[src/rtl/fp_pkg.sv]
// Shared IEEE-754 single-precision field layout, opcodes and dispatch FSM encoding.
package fp_pkg;

    localparam int unsigned SIGN_BIT = 31;
    localparam int unsigned EXP_W    = 8;
    localparam int unsigned MANT_W   = 23;

    localparam logic [EXP_W-1:0] EXP_MAX = 8'hFF;
    localparam logic [31:0]      QNAN    = 32'h7FC0_0000;

    localparam logic [1:0] OP_ADD = 2'd0;
    localparam logic [1:0] OP_SUB = 2'd1;
    localparam logic [1:0] OP_NEG = 2'd2;
    localparam logic [1:0] OP_ABS = 2'd3;

    localparam logic [2:0] ST_IDLE  = 3'd0;
    localparam logic [2:0] ST_EVAL  = 3'd1;
    localparam logic [2:0] ST_ISSUE = 3'd2;
    localparam logic [2:0] ST_WAIT  = 3'd3;
    localparam logic [2:0] ST_RESP  = 3'd4;

endpackage

[src/rtl/fp_classify.sv]
// Combinational operand classifier; works on the magnitude bits only (sign is irrelevant).
module fp_classify
    import fp_pkg::*;
(
    input  logic [SIGN_BIT-1:0] i_mag,
    output logic                o_is_zero,
    output logic                o_is_denorm,
    output logic                o_is_inf,
    output logic                o_is_nan
);

    logic [EXP_W-1:0]  w_exp;
    logic [MANT_W-1:0] w_mant;
    logic              w_exp_zero;
    logic              w_exp_max;
    logic              w_mant_zero;

    assign w_exp       = i_mag[SIGN_BIT-1 -: EXP_W];
    assign w_mant      = i_mag[MANT_W-1:0];
    assign w_exp_zero  = (w_exp == '0);
    assign w_exp_max   = (w_exp == EXP_MAX);
    assign w_mant_zero = (w_mant == '0);

    assign o_is_zero   = w_exp_zero &  w_mant_zero;
    assign o_is_denorm = w_exp_zero & ~w_mant_zero;
    assign o_is_inf    = w_exp_max  &  w_mant_zero;
    assign o_is_nan    = w_exp_max  & ~w_mant_zero;

endmodule

[src/rtl/fp_addsub_dispatch.sv]
// Front-end for the FP add/sub core: resolves special operands and neg/abs locally,
// forwards normal work to the core and returns a one-cycle done with a held result.
module fp_addsub_dispatch
    import fp_pkg::*;
#(
    parameter int unsigned TIMEOUT  = 16,
    parameter int unsigned WAIT_MIN = 1
) (
    input  logic        clk,
    input  logic        reset_n,
    input  logic        start,
    input  logic [1:0]  n,
    input  logic [31:0] dataa,
    input  logic [31:0] datab,
    output logic [31:0] result,
    output logic        done,
    output logic        busy,
    output logic        err_timeout,
    output logic        core_enable,
    output logic [31:0] core_dataa,
    output logic [31:0] core_datab,
    input  logic [31:0] core_result,
    input  logic        core_done
);

    localparam int unsigned    CNT_W  = $clog2(TIMEOUT + 1);
    localparam logic [CNT_W-1:0] C_ONE  = 1;
    localparam logic [CNT_W-1:0] C_WMIN = CNT_W'(WAIT_MIN);
    localparam logic [CNT_W-1:0] C_LAST = CNT_W'(TIMEOUT - 1);

    logic [2:0]       r_state;
    logic [1:0]       r_n;
    logic [31:0]      r_a;
    logic [31:0]      r_b;
    logic [31:0]      r_result;
    logic             r_err;
    logic [31:0]      r_core_a;
    logic [31:0]      r_core_b;
    logic [CNT_W-1:0] r_cnt;

    logic w_a_zero, w_a_denorm, w_a_inf, w_a_nan;
    logic w_b_zero, w_b_denorm, w_b_inf, w_b_nan;

    fp_classify u_class_a (
        .i_mag       (r_a[SIGN_BIT-1:0]),
        .o_is_zero   (w_a_zero),
        .o_is_denorm (w_a_denorm),
        .o_is_inf    (w_a_inf),
        .o_is_nan    (w_a_nan)
    );

    fp_classify u_class_b (
        .i_mag       (r_b[SIGN_BIT-1:0]),
        .o_is_zero   (w_b_zero),
        .o_is_denorm (w_b_denorm),
        .o_is_inf    (w_b_inf),
        .o_is_nan    (w_b_nan)
    );

    logic [31:0] w_a_flush;
    logic [31:0] w_b_flush;
    logic [31:0] w_b_adj;
    logic        w_bypass;
    logic [31:0] w_byp_res;

    // Zero and denormal both collapse to a signed zero; subtraction is folded into B's sign.
    assign w_a_flush = (w_a_zero | w_a_denorm) ? {r_a[SIGN_BIT], 31'b0} : r_a;
    assign w_b_flush = (w_b_zero | w_b_denorm) ? {r_b[SIGN_BIT], 31'b0} : r_b;
    assign w_b_adj   = (r_n == OP_SUB) ? {~w_b_flush[SIGN_BIT], w_b_flush[SIGN_BIT-1:0]}
                                       : w_b_flush;

    always_comb begin
        w_bypass  = 1'b1;
        w_byp_res = QNAN;
        case (r_n)
            OP_NEG: w_byp_res = r_a ^ 32'h8000_0000;
            OP_ABS: w_byp_res = r_a & 32'h7FFF_FFFF;
            default: begin
                if (w_a_nan || w_b_nan) begin
                    w_byp_res = QNAN;
                end else if (w_a_inf && w_b_inf) begin
                    w_byp_res = (r_a[SIGN_BIT] == w_b_adj[SIGN_BIT]) ? r_a : QNAN;
                end else if (w_a_inf) begin
                    w_byp_res = r_a;
                end else if (w_b_inf) begin
                    w_byp_res = w_b_adj;
                end else begin
                    w_bypass = 1'b0;
                end
            end
        endcase
    end

    // r_cnt counts enabled edges, so the first WAIT cycle already sees 1.
    always_ff @(posedge clk or negedge reset_n) begin
        if (!reset_n) begin
            r_state  <= ST_IDLE;
            r_n      <= '0;
            r_a      <= '0;
            r_b      <= '0;
            r_result <= '0;
            r_err    <= 1'b0;
            r_core_a <= '0;
            r_core_b <= '0;
            r_cnt    <= '0;
        end else begin
            case (r_state)
                ST_IDLE: begin
                    if (start) begin
                        r_n     <= n;
                        r_a     <= dataa;
                        r_b     <= datab;
                        r_state <= ST_EVAL;
                    end
                end
                ST_EVAL: begin
                    r_err <= 1'b0;
                    if (w_bypass) begin
                        r_result <= w_byp_res;
                        r_state  <= ST_RESP;
                    end else begin
                        r_core_a <= w_a_flush;
                        r_core_b <= w_b_adj;
                        r_cnt    <= '0;
                        r_state  <= ST_ISSUE;
                    end
                end
                ST_ISSUE: begin
                    r_cnt   <= r_cnt + C_ONE;
                    r_state <= ST_WAIT;
                end
                ST_WAIT: begin
                    r_cnt <= r_cnt + C_ONE;
                    if (core_done && (r_cnt >= C_WMIN)) begin
                        r_result <= core_result;
                        r_state  <= ST_RESP;
                    end else if (r_cnt == C_LAST) begin
                        r_result <= QNAN;
                        r_err    <= 1'b1;
                        r_state  <= ST_RESP;
                    end
                end
                ST_RESP: r_state <= ST_IDLE;
                default: r_state <= ST_IDLE;
            endcase
        end
    end

    assign result      = r_result;
    assign done        = (r_state == ST_RESP);
    assign busy        = (r_state != ST_IDLE);
    assign err_timeout = done & r_err;
    assign core_enable = (r_state == ST_ISSUE) || (r_state == ST_WAIT);
    assign core_dataa  = r_core_a;
    assign core_datab  = r_core_b;

endmodule

[config.mk]
export PLATFORM = sky130hd
export DESIGN_NAME = fp_addsub_dispatch
export DESIGN_NICKNAME = d
export VERILOG_FILES = /design/src/rtl/fp_pkg.sv /design/src/rtl/fp_classify.sv /design/src/rtl/fp_addsub_dispatch.sv
export SDC_FILE = /design/constraint.sdc
export NUM_CORES = 1
export LEC_CHECK = 0
export ABC_AREA = 1
export CORE_ASPECT_RATIO = 1.2
export CORE_MARGIN = 3
export CORE_UTILIZATION = 49
export DETAILED_ROUTE_END_ITERATION = 10
export GPL_ROUTABILITY_DRIVEN = 0
export PLACE_DENSITY = 0.81
export SETUP_SLACK_MARGIN = 0.1
export SLEW_MARGIN = 15
export SYNTH_ARGS = -nofsm -noshare
export SYNTH_HDL_FRONTEND = slang
export SYNTH_SLANG_ARGS = --single-unit
[constraint.sdc]
create_clock -name clk -period 2.9 [get_ports clk]
set_clock_uncertainty 0.2 [all_clocks]
set_input_delay 0.29 -clock clk [delete_from_list [all_inputs] [get_ports clk]]
set_output_delay 0.29 -clock clk [all_outputs]
set_load 0.02 [all_outputs]
* Word-level counts from Yosys, hierarchy flattened
Cells that the tools add are included. Widths: inputs -> output; s select.
Word-level totals: register bits 171, output and inout bits 100
Cells by class: $lt $le $gt $ge 1, multiplexer cells 28, eq/ne operators 17, reductions and logical operators 20, bitwise operators 16, $add $sub $neg 1
Operator list (count):
- $mux 32 | 9
- $pmux 32 s2 | 2
- $mux 31 | 2
- $logic_not 23->1 | 2
- $eq 8x8->1 const B | 2
- $logic_not 8->1 | 2
- $mux 3 | 4
- $pmux 3 s4 | 1
- $ne 2x2->1 const B | 5
- $pmux 5 s2 | 1
- $and 1x1->1 | 9
- $reduce_and 2->1 | 4
- $mux 1 | 7
- $eq 3x2->1 const B | 2
- $reduce_and 3->1 | 2
- $add 5x1->5 const B | 1
- $eq 5x4->1 const B | 1
- $ge 5x1->1 const B | 1
- $mux 5 | 1
- $not 1->1 | 5
- $eq 2x2->1 const B | 2
- $reduce_bool 2->1 | 2
- $reduce_or 2->1 | 2
- $eq 3x1->1 const B | 1
- other kinds (10) | 13

* Depth between registers and ports, before layout
depth after elaboration 13, depth in mapped cells 14

* Cells and area by module
A second synthesis with hierarchy kept.
Second synthesis, totals: cell total of the unflattened synthesis 1149, area total of the unflattened synthesis 8846.0 um^2
By module, submodules not included:
- fp_addsub_dispatch | times used 1, area an instance 8518.2 um^2, cells an instance 1071
- fp_classify | times used 2, area an instance 163.9 um^2, cells an instance 39

* Worst setup path after synthesis
OpenSTA, ideal clock, no wires.
path kind flip-flop to flip-flop, start point register r_cnt[0], end point register r_result[10], in the netlist result[10], path slack 0.883 ns, data arrival time 1.700 ns, library setup time 0.116 ns, cell stages (with the launch flop) 13, data required time 2.584 ns, path through dfrtp_1 ha_1 nand2_1 nor2_1 ha_1 or2_1 nor2_1 inv_2 nand3_2 inv_2 buf_2 nand2_1 nand2_1
Between the ends: longest elaborated chain between the ends 4, elaborated cells on any way between the ends 7, classes of those cells 1 x order compare; 2 x eq/ne; 2 x mux; 2 x reduce/logical
RTL lines:
- from (decl) | RTL line fp_addsub_dispatch.sv:39 | logic [CNT_W-1:0] r_cnt;
- from (signal assigned) | RTL line fp_addsub_dispatch.sv:129 | r_cnt <= r_cnt + C_ONE;
- from (signal assigned) | RTL line fp_addsub_dispatch.sv:133 | r_cnt <= r_cnt + C_ONE;
- $ge 5x1->1 | RTL line fp_addsub_dispatch.sv:134 | if (core_done && (r_cnt >= C_WMIN)) begin
- $logic_and 1x1->1 | RTL line fp_addsub_dispatch.sv:134
- $ne 3x3->1 (no line) / $mux 32 (equally long branches)
- $reduce_and 3->1 (no line) / $pmux 32 s2 (equally long branches)
- to (signal assigned) | RTL line fp_addsub_dispatch.sv:119 | r_result <= w_byp_res;
- to (signal assigned) | RTL line fp_addsub_dispatch.sv:135 | r_result <= core_result;
- to (decl) | RTL line fp_addsub_dispatch.sv:35 | logic [31:0] r_result;
Parallel ways exist; a longest one is shown, timed or not. A chain may end at the register's enable or synchronous reset.

* Worst setup path in the final report
start point register r_a[10], end point register r_core_a[14], in the netlist core_dataa[14]
Between the ends: longest elaborated chain between the ends 8, elaborated cells on any way between the ends 16, classes of those cells 5 x mux; 7 x bitwise; 4 x reduce/logical
RTL lines:
- from (decl) | RTL line fp_addsub_dispatch.sv:33 | logic [31:0] r_a;
- from (signal assigned) | RTL line fp_addsub_dispatch.sv:111 | r_a <= dataa;
- $logic_not 23->1 (*) | RTL line fp_classify.sv:22 | assign w_mant_zero = (w_mant == '0);
- $and 1x1->1 / $not 1->1 (equally long branches) | RTL line fp_classify.sv:26, fp_classify.sv:25, fp_classify.sv:27
- $mux 1, or another cell as far along | RTL line fp_addsub_dispatch.sv:83 | end else if (w_a_inf) begin
- $mux 1 / $logic_or 1x1->1 (equally long branches) | RTL line fp_addsub_dispatch.sv:81, fp_addsub_dispatch.sv:79
- $mux 1 | RTL line fp_addsub_dispatch.sv:79 | if (w_a_nan || w_b_nan) begin
- $mux 1 | RTL line fp_addsub_dispatch.sv:75 | case (r_n)
- $not 1->1 (no line)
- $reduce_and 2->1 (no line)
- to (signal assigned) | RTL line fp_addsub_dispatch.sv:122 | r_core_a <= w_a_flush;
- to (decl) | RTL line fp_addsub_dispatch.sv:37 | logic [31:0] r_core_a;
Every way passes the cells marked *; elsewhere a longest branch is shown, timed or not.

==> impl_metrics.tcl <==
set metrics [dict create \
    mostFrequentLayoutCell "nand2_1" \
    fin_setup_tns_ns 0 \
    drtIter0Drc 466 \
    place_hpwl_um 13700 \
    synth_nets 929 \
    yosys-top-cells-area "dfrtp_1 57%, nand2_1 13%, mux2_2 7.8%" \
    wl_per_cell_um 16.0 \
    grt-ovfl-total 0 \
    cts_tree "yes" \
    syn_area_um2 7490 \
    final_cell_mix "264 x nand2_1, 200 x clkdlybuf4s50_1, 171 x dfrtp_1" \
    regArea_um2 4280 \
    synth_seq_cells 171 \
    antenna_found_initial 1 \
    ctsHtreeMaxLevel 4 \
    rsz0062_at_grt "false" \
    min_period_over_period_pct 85.6 \
    power.leakage_nw 4.87 \
    setup.worst_path.class "flip-flop to flip-flop" \
    die_h_um 141 \
    hold_class "primary input to asynchronous set/reset pin" \
    nets 1119 \
    drt-total-wl_um 19600 \
    clock_sinks 171 \
    finalInstanceArea_um2 10300 \
    p_per_area_nw_per_um2 1150 \
    hold_viol 0 \
    status "complete, no violations" \
    timing.final.crit_period_ns 2.48 \
    yosysUniqueCellTypes 28 \
    yosysTopAreaCell "dfrtp_1" \
    slew_headroom_pct 40.3 \
    via_per_inst 5.15 \
    synthesis.instances 823 \
    setup_viol 0 \
    start_util_pct 51.1 \
    fin_util_pct 70.6 \
    cap_violations 0 \
    num_rows 48 \
    dpl_worst_slack_ns 0.456 \
    netlist.area_leader.share_pct 57.1 \
    drive_gt1_share_pct 10.3 \
    instances_no_fill 1224 \
    worst_slew_pin_slew_ns 0.894 \
    worst_setup_path_start_kind "flip-flop" \
    antennaDiodeCount 0 \
    fmax_mhz 403 \
    arrival_ns 2.60 \
    grt_pass1_wl_um 31600 \
    finalPower_mw 11.9 \
    post_cts_buffers 0 \
    ys_warn_count 0 \
    multiInputGateArea_um2 2880 \
    worstPathMaxFanout 32 \
    core_area_um2 14700 \
    ys_seq_area_share_pct 57.1 \
    clockBufferDepth 2 \
    io_buffers 201 \
    place_area_um2 9720 \
    vias 6304 \
    crit_path_end_kind "flip-flop" \
    dieArea_um2 16800 \
    timing.rr.start "r_a[10]" \
    cts-buffers-inserted 17 \
    required_ns 3.02 \
    grt_pass1_vias 6191 \
    fin_ws_ns 0.419 \
    ir_drop_mv 0.665 \
    grtUsageTotal_pct 23.7 \
    cts.clk_slew.worst_paths_ns 0.06 \
    postSynthAreaPerCell_um2 9.10 \
    root_buffer "clkbuf_16" \
    dp.cells 1193 \
    critPathLaunch "r_a[10]" \
    drc 0 \
    grt_max_degree 67 \
    clkLatencyLatePin_ns 0.42 \
    io_pins 202 \
    hold_slack_ns 0.233 \
    dr.pass1.iters 5 \
    fillerInstances 1154 \
    syn_to_final_growth_pct 38.1 \
    die_w_um 119 \
    drtAntennaViolNets 0 \
    slew_violations 0 \
]
-- critical path: stages (launching register included) --
cell and delay [ns]:
dfrtp_1 0.42, nor2_1 0.12, nand2_1 0.07, nor2_1 0.22
nand3_1 0.14, nand2_1 0.10, nand2_1 0.06, nor2_2 0.15
nand3_4 0.30, buf_4 0.35, o21ai_0 0.23
-- cells in the mapped netlist (all sizes together) --
library cell    n
nor4            4
mux2           52
o211ai          1
nand2         264
clkbuf         29
or2             1
inv            39
nand3          55
xor2            2
a21oi          17
buf            14
and2            1
ha              4
nand4           7
dfrtp         171
nor2           74
o22ai           3
nor3            1
o21a            8
o21ai          76
-- power breakdown --
part           switching, mW  internal, mW  leakage (nW)
Clock                  0.909          1.42         0.296
Combinational           2.82          2.38          2.49
Sequential             0.831          3.52          2.09
-- metal layers --
layer / up-vias / track usage (%) / part of all wire, %
met1: 2987 / 29.3 / 40
met3: 38 / 5.62 / 6.3
met5: - / 0 / 0.066
li1: 3059 / - / -
met4: 2 / 8.97 / 2.4
met2: 218 / 40.7 / 51
-- final cells by class --
class | count | share of cell area [%]
sequential | 171 | 41.4
clock inverter | 9 | 1.33
inverter | 39 | 1.42
timing repair buffer | 214 | 21.0
clock buffer | 21 | 4.55
tap | 200 | 2.42
multi-input combinational | 570 | 27.9
-- flip-flops by register name, summed over array words and instances (netlist names) --
signal and flops:
core_dataa 32, core_datab 32, r_a 32, r_b 32, r_cnt 5, r_err 1
r_n 2, r_state 3, result 32
-- worst paths after layout --
path,end,slack (ns),cells past startpoint
hold reg to reg,result[7],0.28,2
min in group clk,r_b[29],0.24,3
hold / removal,result[28],0.23,2
setup reg to reg,core_dataa[14],0.42,10
setup / recovery,core_dataa[14],0.42,10
max in group asynchronous,r_a[15],1.53,3
-- cells by family (layout without fill, tap and decap cells) --
logic type,Yosys count,in the layout,synth area share [%]
AO/OA/AOI/OAI,105,105,7.37
XOR/XNOR,2,2,0.234
adder cells (fa/ha/maj),4,4,0.668
buffers and inverters,82,283,4.66
flip-flops,171,171,57.1
multiplexers,52,52,7.82
AND/OR/NAND/NOR,407,407,22.1
-- timing repair --
item / CTS / global route
endpoints found under the hold margin: 63 / 0
resized for setup: 0 / 0
setup endpoints to repair: 0 / 0
hold buffers: 1 / 0
No activity file was read; power rests on OpenSTA's default activity.
